File: src/rtl/ram_dump_ctrl_pkg.sv
// Shared types for the post-halt RAM dump controller and its byte serializer.
package ram_dump_ctrl_pkg;

   typedef logic [31:0] word_t;

   localparam int unsigned BYTES_PER_WORD = 4;

   typedef enum logic [2:0] {
      IDLE    = 3'd0,
      GRANT   = 3'd1,
      READ    = 3'd2,
      SEND    = 3'd3,
      RELEASE = 3'd4,
      DONE    = 3'd5
   } dump_state_t;

endpackage

File: src/rtl/ram_dump_ctrl_if.sv
// RAM debug-port override and UART TX handshake seen by the dump controller.
interface ram_dump_ctrl_if #(
   parameter int unsigned ADDR_W = 32
);
   import ram_dump_ctrl_pkg::*;

   logic              override_ctrl;
   logic [ADDR_W-1:0] ram_addr;
   logic              ram_ren;
   word_t             ram_rdata;
   logic              ram_ready;
   logic [7:0]        tx_data;
   logic              tx_valid;
   logic              tx_ready;

   modport master (
      output override_ctrl, ram_addr, ram_ren, tx_data, tx_valid,
      input  ram_rdata, ram_ready, tx_ready
   );

   modport slave (
      input  override_ctrl, ram_addr, ram_ren, tx_data, tx_valid,
      output ram_rdata, ram_ready, tx_ready
   );

endinterface

File: src/rtl/dump_word_ser.sv
// Holds one RAM word and presents it LSB-first as 4 bytes on a valid/ready handshake.
module dump_word_ser
   import ram_dump_ctrl_pkg::*;
(
   input  logic       clk,
   input  logic       rst,
   input  logic       load,
   input  word_t      word_in,
   output logic [7:0] tx_data,
   output logic       tx_valid,
   input  logic       tx_ready,
   output logic       last_byte_accepted
);

   localparam int unsigned BI_W = $clog2(BYTES_PER_WORD);

   word_t           word_q, word_d;
   logic [BI_W-1:0] byte_idx_q, byte_idx_d;
   logic            valid_q, valid_d;
   logic            accept;

   assign accept             = valid_q & tx_ready;
   assign last_byte_accepted = accept && (byte_idx_q == BI_W'(BYTES_PER_WORD - 1));
   assign tx_valid           = valid_q;
   assign tx_data            = word_q[{byte_idx_q, 3'b000} +: 8];

   always_comb begin
      word_d     = word_q;
      byte_idx_d = byte_idx_q;
      valid_d    = valid_q;
      if (load) begin
         word_d     = word_in;
         byte_idx_d = '0;
         valid_d    = 1'b1;
      end else if (accept) begin
         if (last_byte_accepted) begin
            byte_idx_d = '0;
            valid_d    = 1'b0;
         end else begin
            byte_idx_d = byte_idx_q + 1'b1;
         end
      end
   end

   always_ff @(posedge clk) begin
      if (rst) begin
         word_q     <= '0;
         byte_idx_q <= '0;
         valid_q    <= 1'b0;
      end else begin
         word_q     <= word_d;
         byte_idx_q <= byte_idx_d;
         valid_q    <= valid_d;
      end
   end

endmodule

File: src/rtl/ram_dump_ctrl.sv
// Takes the RAM override on CPU halt or a start pulse and streams NUM_WORDS words
// from BASE_ADDR out over the UART TX handshake, little-endian.
module ram_dump_ctrl
   import ram_dump_ctrl_pkg::*;
#(
   parameter int unsigned          ADDR_W    = 32,
   parameter logic [ADDR_W-1:0]    BASE_ADDR = '0,
   parameter int unsigned          NUM_WORDS = 1024
) (
   input  logic            clk,
   input  logic            rst,
   input  logic            halt,
   input  logic            dump_start,
   ram_dump_ctrl_if.master bus,
   output logic            busy,
   output logic            done
);

   localparam int unsigned      IDX_W    = (NUM_WORDS > 1) ? $clog2(NUM_WORDS) : 1;
   localparam logic [IDX_W-1:0] LAST_IDX = IDX_W'(NUM_WORDS - 1);

   dump_state_t      state_q, state_d;
   logic [IDX_W-1:0] idx_q, idx_d;
   logic             halt_q;
   logic             trigger;
   logic             load;
   logic             last_acc;
   logic             owned;

   assign trigger = (halt & ~halt_q) | dump_start;
   assign load    = (state_q == READ) && bus.ram_ready;

   // Outputs decode straight from state so a reset drops the override on the next cycle.
   assign owned             = (state_q == GRANT) || (state_q == READ) || (state_q == SEND);
   assign bus.override_ctrl = owned;
   assign bus.ram_ren       = (state_q == READ);
   assign bus.ram_addr      = BASE_ADDR + (ADDR_W'(idx_q) << 2);
   assign busy              = owned;
   assign done              = (state_q == RELEASE) || (state_q == DONE);

   always_comb begin
      state_d = state_q;
      idx_d   = idx_q;
      case (state_q)
         IDLE, DONE: begin
            if (trigger) begin
               state_d = GRANT;
               idx_d   = '0;
            end
         end
         GRANT:   state_d = READ;
         READ:    if (bus.ram_ready) state_d = SEND;
         SEND: begin
            if (last_acc) begin
               if (idx_q == LAST_IDX) begin
                  state_d = RELEASE;
               end else begin
                  idx_d   = idx_q + 1'b1;
                  state_d = READ;
               end
            end
         end
         RELEASE: state_d = DONE;
         default: state_d = IDLE;
      endcase
   end

   always_ff @(posedge clk) begin
      if (rst) begin
         state_q <= IDLE;
         idx_q   <= '0;
         halt_q  <= 1'b0;
      end else begin
         state_q <= state_d;
         idx_q   <= idx_d;
         halt_q  <= halt;
      end
   end

   dump_word_ser u_ser (
      .clk                (clk),
      .rst                (rst),
      .load               (load),
      .word_in            (bus.ram_rdata),
      .tx_data            (bus.tx_data),
      .tx_valid           (bus.tx_valid),
      .tx_ready           (bus.tx_ready),
      .last_byte_accepted (last_acc)
   );

endmodule

File: src/flat_wrapper.sv
// flat-port wrapper written by rule: the top's interface ports become plain ports
module ram_dump_ctrl_flat import ram_dump_ctrl_pkg::*;
#(
   parameter int unsigned          ADDR_W    = 32,
   parameter logic [ADDR_W-1:0]    BASE_ADDR = '0,
   parameter int unsigned          NUM_WORDS = 1024
)
  (clk, rst, halt, dump_start, busy, done, bus_override_ctrl, bus_ram_addr, bus_ram_ren, bus_tx_data, bus_tx_valid, bus_ram_rdata, bus_ram_ready, bus_tx_ready);
  ram_dump_ctrl_if #(.ADDR_W(ADDR_W)) bus_i ();
  input  logic clk;
  input  logic rst;
  input  logic halt;
  input  logic dump_start;
  output logic busy;
  output logic done;
  output wire logic [$bits(bus_i.override_ctrl)-1:0] bus_override_ctrl;
  output wire logic [$bits(bus_i.ram_addr)-1:0] bus_ram_addr;
  output wire logic [$bits(bus_i.ram_ren)-1:0] bus_ram_ren;
  output wire logic [$bits(bus_i.tx_data)-1:0] bus_tx_data;
  output wire logic [$bits(bus_i.tx_valid)-1:0] bus_tx_valid;
  input wire logic [$bits(bus_i.ram_rdata)-1:0] bus_ram_rdata;
  input wire logic [$bits(bus_i.ram_ready)-1:0] bus_ram_ready;
  input wire logic [$bits(bus_i.tx_ready)-1:0] bus_tx_ready;
  assign bus_override_ctrl = bus_i.override_ctrl;
  assign bus_ram_addr = bus_i.ram_addr;
  assign bus_ram_ren = bus_i.ram_ren;
  assign bus_tx_data = bus_i.tx_data;
  assign bus_tx_valid = bus_i.tx_valid;
  assign bus_i.ram_rdata = bus_ram_rdata;
  assign bus_i.ram_ready = bus_ram_ready;
  assign bus_i.tx_ready = bus_tx_ready;
  ram_dump_ctrl #(.ADDR_W(ADDR_W), .BASE_ADDR(BASE_ADDR), .NUM_WORDS(NUM_WORDS)) u_core (.clk(clk), .rst(rst), .halt(halt), .dump_start(dump_start), .bus(bus_i), .busy(busy), .done(done));
endmodule
File: config.mk
export PLATFORM = sky130hd
export DESIGN_NAME = ram_dump_ctrl_flat
export DESIGN_NICKNAME = d
export VERILOG_FILES = /design/src/rtl/ram_dump_ctrl_pkg.sv /design/src/rtl/ram_dump_ctrl_if.sv /design/src/rtl/dump_word_ser.sv /design/src/rtl/ram_dump_ctrl.sv /design/src/flat_wrapper.sv
export SDC_FILE = /design/constraint.sdc
export NUM_CORES = 1
export LEC_CHECK = 0
export ABC_AREA = 0
export BUFFER_PORTS_ARGS = -buffer_cell sky130_fd_sc_hd__buf_4
export CAP_MARGIN = 20
export CORE_MARGIN = 3
export CORE_UTILIZATION = 46
export DETAILED_ROUTE_END_ITERATION = 7
export HOLD_SLACK_MARGIN = 0.08
export PLACE_DENSITY_LB_ADDON = 0.1
export SYNTH_ARGS = -nofsm -noshare
export SYNTH_HDL_FRONTEND = slang
export SYNTH_HIERARCHICAL = 1
export SYNTH_SLANG_ARGS = --single-unit
export TNS_END_PERCENT = 50
File: constraint.sdc
create_clock -name clk -period 1.6 [get_ports clk]
set_clock_uncertainty 0.1 [all_clocks]
set_input_delay 0.08 -clock clk [delete_from_list [all_inputs] [get_ports clk]]
set_output_delay 0.08 -clock clk [all_outputs]
set_load 0.1 [all_outputs]
==> results of run 1 <==
## power groups by stage
stage | Sequential, W | Clock, W | Combinational [W]
final | 0.00133 | 0.000732 | 0.00156
after global routing | 0.00134 | 0.000791 | 0.00164
after detailed placement | 0.00135 | 0 | 0.00128
after CTS | 0.00133 | 0.000752 | 0.00145
after floorplan | 0.00135 | 0 | 0.00104
after global placement | 0.00135 | 0 | 0.00126
## metrics by stage
stage                     hold slack (ns)  power [W]  util [%]
after CTS                           0.204    0.00353      75.9
after floorplan                     0.108    0.00239         -
after global routing                0.252    0.00377      78.5
after global placement              0.203    0.00261      63.1
after detailed placement            0.211    0.00262      63.1
final                               0.246    0.00362      78.5
## synth_stat cells (6+ instances only)
cell / n
a21oi_1: 6
buf_4: 25
dfxtp_1: 49
mux2i_1: 32
mux4_2: 8
nand2_1: 10
nand3_1: 11
nor2_1: 40
## layout make-up
class | instances | share of cell area [%]
multi-input cells | 195 | 37.2
repair buffers | 148 | 32.9
clock buffers | 6 | 1.77
flip-flops and latches | 49 | 25.1
clock inverters | 2 | 0.304
inverters | 5 | 0.517
well taps | 70 | 2.13
## cell usage in the layout (no fill, tap or decap), types with 3 or more instances in the layout
master,count
buf_4,90
dlygate4sd3_1,37
nor2_1,37
dfxtp_1,33
mux2i_1,31
conb_1,22
buf_6,15
dfxtp_4,13
nand2_1,10
nand3_1,9
mux4_2,8
clkbuf_8,5
inv_1,4
a21oi_1,4
inv_4,3
buf_12,3
and3_4,3
a31o_1,3
o21ai_1,3
a31oi_1,3
a211oi_2,3
dfxtp_2,3
## tightest hold or removal path: cells and delay by family
family	cells	cell delay, ns
AND/OR/NAND/NOR	3	0.31
AO/OA/AOI/OAI	1	0.13
buffers and inverters	1	0.09
## repair_timing
| action | 4_1_cts | 5_1_grt |
|---|---|---|
| buffers inserted | 7 | 3 |
| hold buffers | 37 | 0 |
| endpoints found under the hold margin | 41 | 0 |
| pin swaps | 7 | 9 |
| gates resized for setup | 37 | 17 |
| cloned | 2 | 2 |
| endpoints found under the setup margin | 56 | 54 |
## per-layer routing
layer  wire length (um)  GRT usage [%]  part of all wire [%]
met1               3230           29.8                    43
met2               3730           39.5                    49
met3                444           4.04                   5.9
met4                167           7.77                   2.2
met5                  0              0                     0
## flip-flops by register name (all words and copies together), names as in the netlist
name / count
u_core/idx_q: 10
u_core/state_q: 3
u_core/u_ser/byte_idx_q: 2
u_core/u_ser/word_q: 32
u_core/u_ser/tx_valid: 1
u_core/halt_q: 1
## cells by family (layout without fill, tap and decap cells)
family	Yosys count	after routing	share of synthesized area [%]
AOI/OAI and AO/OA	38	39	11.5
muxes	40	40	19.5
buffers and inverters	45	161	11.9
DFF	49	49	38.2
xor gates and xnor gates	1	1	0.341
other	1	22	0.146
adders and majority gates	2	2	0.975
and+or+nand+nor	91	91	17.4
## worst max path at each step
stage / slack [ns] / to / cells past startpoint / from
6_report: -0.27 / u_core/idx_q[8] / 6 / u_core/u_ser/byte_idx_q[1]
5_1_grt: -0.32 / u_core/idx_q[8] / 6 / u_core/u_ser/byte_idx_q[0]
4_1_cts: -0.27 / u_core/idx_q[8] / 6 / u_core/u_ser/byte_idx_q[1]
3_5_place_dp: -0.29 / u_core/idx_q[5] / 6 / u_core/u_ser/byte_idx_q[0]
3_3_place_gp: -0.24 / u_core/idx_q[5] / 6 / u_core/u_ser/byte_idx_q[0]
2_1_floorplan: -0.32 / u_core/idx_q[5] / 5 / u_core/u_ser/tx_valid
==> run metrics, run 1 <==
GP Congestion=0.835; leakage power=1.69 nW; antenna diode count=0; num ports=83; reg-to-reg setup timing slack=-0.27 ns; Finished Cell Area=4110 um2; EDFF count, synth=0; Worst-Skew Late Latency=0.30 ns; Root Buffer=clkbuf_8; data required time of the worst path=1.72 ns; # nets final=444; status=finished with violations; layout cells sized above 1=43.2%; Peak VDD IR=758 uV; post-route minimum period=1.87 ns; HP Start=dump_start; Clk pin slew, worst setup/hold paths=0.09 ns; Switching Share=39.7%; Crit path max-delay family=simple AND/OR/NAND/NOR gates; RSZ-0062 raised after global routing=true; fin crit share=117%; Crit Path Class=register to register; leading area contributor after synthesis=dfxtp_1; CTS Buf Count=5; CP endpoint kind=register; Detailed Routing Iterations Pass 1=4; R2R depth=6; grt total ovfl=0; DR vias/cell=5.31; WL final=7570 um; Final setup viols=21; Die Y=80.7 um; DR iter-0 viols=164; TritonCTS clock tree=done; num rows=26; synthesized cell area=2570 um2; CP Launch Type=register; synth warn=6; pin count of the biggest net entering global routing=25; sequential power share=36.7%; Initial Util=49.0%; area of the core=5240 um2; initial antenna violation count=0; Largest stage delay, worst path=0.40 ns; WP data arrival=1.99 ns; vias in the first global route=2461; post-synthesis sequential area ratio=38.2%; count of pins over their slew limit=0; Synth Instances=267; PortBufs=60; GRT Resource Usage Total=23.2%; register bit count reported by yosys=49; Min-Delay Path Class=input pin to register; dominant synthesized flop cell=dfxtp_1; placed insts=417; WHS Endpoint=u_core/state_q[2]; Int Pwr=0.00218 W; Detail Placement HPWL=4430 um; Max Buffers Root-to-Sink=2; worst path cell trace=ha_4 > and3_4 > and4b_2 > o31ai_4 > or3_4 > o32ai_2; CP Buf/Inv Count=0; first-pass GRT wire length=11700 um; Sequential cell area=1030 um2; Non-Filler Instances=475; residual DRC count=0; Synth Area per Inst=9.62 um2; multi-input gate area in the final layout=1530 um2; RR Startpoint=u_core/u_ser/byte_idx_q[1]; failing checks=setup timing; Clk pwr share=20.2%; Max Clk Rate=0.534 GHz; Critical Path Fanout Max=5; maxcap violations=0; Fill cells=351; Placed Area=3310 um2; H-tree depth=2; Comb power frac=43.1%; worst hold path stage count=5; die width=80.7 um; post-synth top area share=38.2%; post-place setup slack=-0.291 ns; Area growth, synth to finish=60.1%; DR WL/cell=15.9 um; ys async rst share=0%; CP max stage cell=or3_4; Final Hold Vio Count=0; Pwr per Cell Area=881 nW/um2; Unique masters post-synth=47; Sink Count=49; Die Area=6510 um2; Setup TNS=-3.38 ns; worst setup margin=-0.274 ns; sw power=0.00144 W; Synth area leaders=dfxtp_1 (38%), mux2i_1 (12%), buf_4 (7.3%); worst r2r dst=u_core/idx_q[8]; routed vias=2520; DRT antenna net count=0
Power figures use the tool's default switching activity.
==> run 2, diff against run 1 <==
Settings changed: CORE_UTILIZATION 46 to 30, CTS_BUF_LIST set to sky130_fd_sc_hd__clkbuf_2 sky130_fd_sc_hd__clkbuf_4 sky130_fd_sc_hd__clkbuf_8, SETUP_SLACK_MARGIN set to 0.4.
==> run 2 against run 1 <==
Highest routed layer unchanged. The flow still finishes with violations (setup timing). Critical path depth is the same. Largest cell class is now non-clock buffers. Fmax rose by 0.91%. Power is 7.1% higher. Clock-buffer cell count decreased by 1. Global-route usage is 8.2 points lower.
==> run metrics, run 2 (synthesis gave the netlist of run 1 again) <==
status=finished with violations; failing checks=setup timing; Area growth, synth to finish=77.9%; DRT antenna net count=0; Min-Delay Path Class=input pin to register; Final setup viols=51; met2 wire len=3550 um; # nets final=463; grt total ovfl=0; routed vias=2490; Clk pin slew, worst setup/hold paths=0.11 ns; Sink Count=49; CP endpoint kind=register; Finished Cell Area=4570 um2; Initial Util=31.1%; Max Buffers Root-to-Sink=2; Peak VDD IR=318 uV; DR WL/cell=14.1 um; multi-input gate area in the final layout=1560 um2; WHS=0.0889 ns; data required time of the worst path=1.72 ns; H-tree depth=2; TritonCTS clock tree=done; leading cell type in the layout, fill and taps excluded=buf_4; Die Y=98.5 um; worst setup margin=-0.257 ns; Max Clk Rate=0.538 GHz; Detailed Routing Iterations Pass 1=4; CTS Buf Count=5; Die Area=9700 um2; residual DRC count=0; Crit Path Class=register to register; Worst-Margin Slew=0.577 ns; max_slew headroom=61.4%; HP Start=rst; area of the core=8260 um2; GRT Resource Usage Total=15.0%; Critical Path Fanout Max=7; RR Startpoint=u_core/u_ser/byte_idx_q[1]; Non-Filler Instances=529; Critical path origin=u_core/u_ser/byte_idx_q[1]; placed insts=457; Biggest register=u_core/u_ser/word_q; count of pins over their slew limit=0; Final Hold Vio Count=0; initial antenna violation count=0; top flop regs=u_core/u_ser/word_q: 32 flops, u_core/idx_q: 10 flops, u_core/state_q: 3 flops; layout cells sized above 1=45.8%; Pwr per Cell Area=850 nW/um2; antenna diode count=0; maxcap violations=0; WL final=7450 um; WP data arrival=1.98 ns; Sequential cell area=1040 um2; first-pass GRT wire length=11900 um; post-route minimum period=1.86 ns; fin crit share=116%; num ports=83; wire length on met1=3540 um; Worst-Skew Late Latency=0.31 ns; leakage power=1.84 nW; Root Buffer=clkbuf_8; die width=98.5 um; WL met3=318 um; CP Launch Type=register; num rows=33; RSZ-0062 raised after global routing=true; vias in the first global route=2394; DR vias/cell=4.71; GP Congestion=0.784; Fill cells=735; DR iter-0 viols=52; Placed Area=3450 um2; max layer used=met4; pin count of the biggest net entering global routing=31; max reg flops=32; most frequent cells in the layout=buf_4 (81), dlygate4sd3_1 (37), nor2_1 (37), dfxtp_1 (33), mux2i_1 (30); PortBufs=60; Detail Placement HPWL=4850 um
[run 2: cell count changes in the layout (fill, tap and decap cells not counted), sizes merged]
| cell | before | now |
|---|---|---|
| clkbuf | 8 | 5 |
| clkinv | 0 | 1 |
| buf | 109 | 130 |
| inv | 7 | 6 |
| clkinvlp | 0 | 1 |
[run 2: final timing paths]
path	end	slack, ns	cells past startpoint
setup / recovery	u_core/idx_q[8]	-0.26	6
hold / removal	u_core/idx_q[5]	0.09	4
setup reg to reg	u_core/idx_q[8]	-0.26	6
hold reg to reg	u_core/u_ser/word_q[16]	0.40	2
[run 2: power breakdown]
| group | switching [W] | internal, W |
|---|---|---|
| clock | 0.000472 | 0.000318 |
| sequential | 0.0000478 | 0.00128 |
| combinational | 0.000996 | 0.000769 |
[run 2: layer usage]
metal	GRT usage, %	vias up
li1	-	1238
met1	21.1	1189
met2	23.7	59
met3	3.33	4
met4	3.47	0
met5	0	-
[run 2: final cells by class]
type                    count  area share (%)
multi-input cells         195            34.2
clock inverters             3           0.520
flip-flops and latches     49            22.7
well taps                 105            2.88
inverters                   5           0.493
clock buffers               5            1.51
repair buffers            167            37.7
[run 2: stage by stage]
stage	power [W]	TNS, ns	utilization (%)	setup WS [ns]
2_1_floorplan	0.00250	-2.36	-	-0.320
3_3_place_gp	0.00273	-2.53	41.8	-0.331
3_5_place_dp	0.00272	-2.68	41.8	-0.353
4_1_cts	0.00383	-5.75	53.6	-0.269
5_1_grt	0.00406	-9.27	55.3	-0.315
6_report	0.00388	-5.89	55.3	-0.257
[run 2: repair_timing]
item,in CTS,in global routing
pin swaps,23,13
gates cloned,3,0
buffers inserted,20,4
endpoints found under the hold margin,37,6
hold buffers,36,1
resized for setup,74,24
setup endpoints to repair,71,71
[run 2: worst max-delay path: stages, from the launching register on]
cell and delay [ns]:
dfxtp_4 0.38, ha_4 0.13, and3_4 0.18, and4b_2 0.26, o31ai_4 0.12, or3_4 0.40
o32ai_2 0.19
